**src/rtl/muldiv_ctrl.sv**
```systemverilog
// muldiv_ctrl: sequences the iterative mul/div engines, applies sign fixup, owns HI/LO.
// Optional run watchdog is enabled by defining MULDIV_TIMEOUT_EN.
module muldiv_ctrl #(
    parameter int TIMEOUT_CYCLES = 64
) (
    input  logic        clock,
    input  logic        reset,
    input  logic        req,
    input  logic        op_div,
    input  logic [31:0] rs_val,
    input  logic [31:0] rt_val,
    input  logic        wr_hi,
    input  logic        wr_lo,
    input  logic [31:0] wdata,
    output logic        div_clear,
    output logic        div_start,
    input  logic        div_done,
    input  logic [31:0] div_quot,
    input  logic [31:0] div_rem,
    output logic        mult_start,
    input  logic        mult_done,
    input  logic [31:0] mult_hi,
    input  logic [31:0] mult_lo,
    output logic        busy,
    output logic        done,
    output logic        div_zero,
    output logic        timeout,
    output logic [31:0] hi,
    output logic [31:0] lo
);
    typedef enum logic [2:0] {IDLE, DCLR, DRUN, MRUN, DONE} state_t;
    state_t state, state_next;
    logic s_a, s_b, clr, run_done, expired, tmo_hit;

    assign run_done = (state == DRUN && div_done) || (state == MRUN && mult_done);
    assign tmo_hit  = expired && !run_done;

`ifdef MULDIV_TIMEOUT_EN
    logic [6:0] cnt;
    logic       tmo;
    assign expired = (state == DRUN || state == MRUN) && cnt == 7'(TIMEOUT_CYCLES - 1);
    assign timeout = tmo;
    // run-cycle counter: zero on the first run cycle, counts while an engine runs
    always_ff @(posedge clock)
        if (reset || !(state == DRUN || state == MRUN)) cnt <= '0;
        else cnt <= cnt + 7'd1;
    // sticky watchdog flag, cleared by the next accepted request
    always_ff @(posedge clock)
        if (reset || (state == IDLE && req)) tmo <= 1'b0;
        else if (tmo_hit) tmo <= 1'b1;
`else
    assign expired = 1'b0;
    assign timeout = 1'b0;
`endif

    // state register
    always_ff @(posedge clock)
        if (reset) state <= IDLE;
        else state <= state_next;

    // next-state logic
    always_comb begin
        state_next = state;
        case (state)
            IDLE:       if (req) state_next = !op_div ? MRUN : (rt_val == '0 ? DONE : DCLR);
            DCLR:       state_next = DRUN;
            DRUN, MRUN: if (run_done || expired) state_next = DONE;
            DONE:       state_next = IDLE;
            default:    state_next = IDLE;
        endcase
    end

    // divider clear is registered: flushes on reset, before each divide, and after a divide watchdog trip
    always_ff @(posedge clock)
        clr <= reset || state_next == DCLR || (state == DRUN && tmo_hit);

    assign div_clear  = clr;
    assign div_start  = state == DRUN;
    assign mult_start = state == MRUN;
    assign busy       = state == DCLR || state == DRUN || state == MRUN;
    assign done       = state == DONE;

    // operand signs, divide-by-zero flag and architectural HI/LO
    always_ff @(posedge clock)
        if (reset) begin
            hi       <= '0;
            lo       <= '0;
            s_a      <= 1'b0;
            s_b      <= 1'b0;
            div_zero <= 1'b0;
        end else begin
            if (state == IDLE) begin
                if (wr_hi) hi <= wdata;
                if (wr_lo) lo <= wdata;
                if (req) begin
                    s_a      <= rs_val[31];
                    s_b      <= rt_val[31];
                    div_zero <= op_div && rt_val == '0;
                end
            end
            if (state == DRUN && div_done) begin
                lo <= (s_a ^ s_b) ? -div_quot : div_quot;
                hi <= s_a ? -div_rem : div_rem;
            end
            if (state == MRUN && mult_done) begin
                hi <= mult_hi;
                lo <= mult_lo;
            end
        end
endmodule

```
**config.mk**
```make
export PLATFORM = sky130hd
export DESIGN_NAME = muldiv_ctrl
export DESIGN_NICKNAME = d
export VERILOG_FILES = /design/src/rtl/muldiv_ctrl.sv
export SDC_FILE = /design/constraint.sdc
export NUM_CORES = 1
export LEC_CHECK = 0
export ABC_CLOCK_PERIOD_IN_PS = 3600
export CELL_PAD_IN_SITES_DETAIL_PLACEMENT = 1
export CELL_PAD_IN_SITES_GLOBAL_PLACEMENT = 2
export CORE_MARGIN = 4
export CORE_UTILIZATION = 20
export DETAILED_ROUTE_END_ITERATION = 16
export HOLD_SLACK_MARGIN = 0.08
export PLACE_DENSITY = 0.85
export SLEW_MARGIN = 20
export SYNTH_ARGS = -nofsm -noshare
export SYNTH_HDL_FRONTEND = slang
export SYNTH_SLANG_ARGS = --single-unit
```
**constraint.sdc**
```tcl
create_clock -name clock -period 3.6 [get_ports clock]
set_clock_uncertainty 0.15 [all_clocks]
set_input_delay 1.08 -clock clock [delete_from_list [all_inputs] [get_ports clock]]
set_output_delay 1.08 -clock clock [all_outputs]
set_load 0.05 [all_outputs]
```
==> run metrics <==
cell taking the most area after synthesis dfxtp_1; Syn Area/Cell 7.48 um2; DRC viols 0; Setup WS post-layout 0.131 ns; Post-synth EDFFs 0; initial antenna violation count 1; setup violators final 0; Tightest Hold Check Type reg2reg; post-synthesis sequential area ratio 27.1%; gr usage total 19.2%; crit path DAT 3.53 ns; Post-Route WL 29.2 mm; met3 WL post-DR a little over 2 mm; count leader, synth nor2_1; post-layout util 35.7%; clk sinks 71; top post-synthesis cells by count nor2_1, dfxtp_1, clkbuf_1; DR vias/cell 5.11; Cell Chain, Critical Path clkdlybuf4s50_1 > inv_1 > ha_1 > or4b_1 > or4_4 > o31ai_2 > nor4_1 > or3_1; Tcrit/Tclk final 96.4%; drt initial violations 304; CP Capture Type register; post-CTS setup buffers 0; status completed; total CTS buffers 9; worst relative slew slack 39.7%; crit path capture lo[26]; first-pass GRT wire length 43.0 mm; met2 wire len 13.8 mm; max-slew violations 0; clk slew on worst S/H paths 0.06 ns; pin count of the biggest net entering global routing 45; fmax 288 MHz; worst reg2reg startpoint state[1]; Die W 170 um; crit path launch div_quot[0]; boundary pin count just over 300; top layer in use met5; Syn-to-layout area delta 76.3%; r2r setup slk 1.08 ns; via count slightly below 7000; CP max FO 4; pre-CTS setup slack -0.185 ns; pwr/cell area 390 nW/um2; Synth cell types 75; worst slew pin tran around 0.90 ns; DRT met1 WL around 13 mm; DP HPWL 23.4 mm; nets@finish 1251; clk_lat worst skew 0.33 ns; setup tns final 0 ns; Post-Synthesis Cells between 700 and 800; routability cong. 0.866; reg2reg path depth 6; Root Driver clkbuf_16; Main synth FF type dfxtp_1; Post-Syn Area 5250 um2; Final ANT Viol Nets 0; clk buf depth 2; Post-Syn Nets 936; final hold vios 0; startpoint types input port; vias in the first global route around 7200; Max H-tree Level 3; Core Rows 59; YS warnings 0; First-pass DRT Iterations 5; Die Y ~170 um; hold-fix buffers at CTS 0; Avg WL per Cell between 20 and 25 um; Leakage roughly 3.2 nW; critical path type in2reg; proportion of layout cells with a drive suffix above 1 13.6%; slowest stage cell on the critical path or4_4; required time worst endpoint 3.67 ns; Critical R2R Capture hi[20]; post-synthesis register bit count 71; minimum clock period 3.47 ns; MaxCap Viol Count 0; port bufs 270; Starting Density 20.3%; Worst path max stage delay 0.59 ns; CTS tree built; GRT overflow 0; top post-synthesis cells by area dfxtp_1, nor2_1, a211oi_1; Synth top area share a little over a quarter; Worst VDD drop between 0.2 and 0.25 mV; final instance area between 9000 and 10000 um2; die area roughly 29000 um2; ys async rst share 0%; RSZ-0062 raised after global routing no; Placed Area between 8000 and 9000 um2; core footprint 25900 um2
-- where the power goes --
part           total (mW)  internal, mW  switching, mW
Combinational        1.70         0.712          0.990
Clock               0.931         0.539          0.392
Sequential          0.978         0.901         0.0771
Total                3.61          2.15           1.46
-- timing repair --
action	in CTS	in global routing
gates resized for setup	0	1
setup endpoints to repair	0	1
endpoints found under the hold margin	0	0
-- placed cells by master, fill, tap and decap left out, types with 17 or more instances in the layout --
cell type          n
a211oi_1          32
a21oi_1           46
buf_4             95
clkdlybuf4s50_1  269
dfxtp_1           71
nand2_1           39
nor2_1            89
nor3_1            39
nor4_1            24
o21ai_0           28
xnor2_1           23
xor2_1            17
-- sequential cells by signal, summed over array words and instances, names as in the netlist --
| signal | flops |
|---|---|
| s_b | 1 |
| lo | 32 |
| div_zero | 1 |
| s_a | 1 |
| div_clear | 1 |
| hi | 32 |
| state | 3 |
-- layout make-up --
type	count	area (um2)
antenna	1	2.50
sequential	71	1420
inverter	9	33.8
fill	3110	16700
multi-input combinational	555	3550
tap	335	419
timing repair buffer	371	3530
clock inverter	7	73.8
clock buffer	9	225
-- kinds of logic after synthesis --
kind of cell	count (synthesis)	share of synthesized area (%)
muxes	7	1.36
and+or+nand+nor	272	27.0
xor gates and xnor gates	41	6.84
other	1	0.0714
adders and majority gates	2	0.477
AOI/OAI and AO/OA	232	31.3
DFF	71	27.1
buffers and inverters	76	5.84
-- worst max-delay path, delay by kind of cell --
| kind | cells | cell delay [ns] |
|---|---|---|
| buf+inv | 2 | 0.56 |
| fa+ha+maj | 1 | 0.17 |
| simple gates | 4 | 1.46 |
| compound gates | 1 | 0.27 |
-- routing by layer --
metal	GRT usage, %	up-vias
li1	-	3330
met2	33.2	264
met3	3.88	35
met1	24.3	3302
met4	4.90	2
met5	0	-
-- worst min-delay path by stage --
stage | from | end | slack, ns | depth (start not counted)
6_report | hi[0] | hi[0] | 0.31 | 2
5_1_grt | div_zero | div_zero | 0.35 | 2
4_1_cts | hi[0] | hi[0] | 0.31 | 2
3_5_place_dp | hi[0] | hi[0] | 0.30 | 2
3_3_place_gp | hi[0] | hi[0] | 0.30 | 2
2_1_floorplan | s_b | s_b | 0.32 | 2
-- metrics by stage --
stage / hold slack, ns / cells / total power, mW
floorplan: 0.323 / 702 / 1.89
global placement: 0.301 / 1341 / 2.69
detailed placement: 0.302 / 1341 / 2.71
CTS: 0.311 / 1357 / 3.66
global route: 0.345 / 1357 / 3.80
finish: 0.314 / 1358 / 3.61
(Power assumes the default switching activity.)
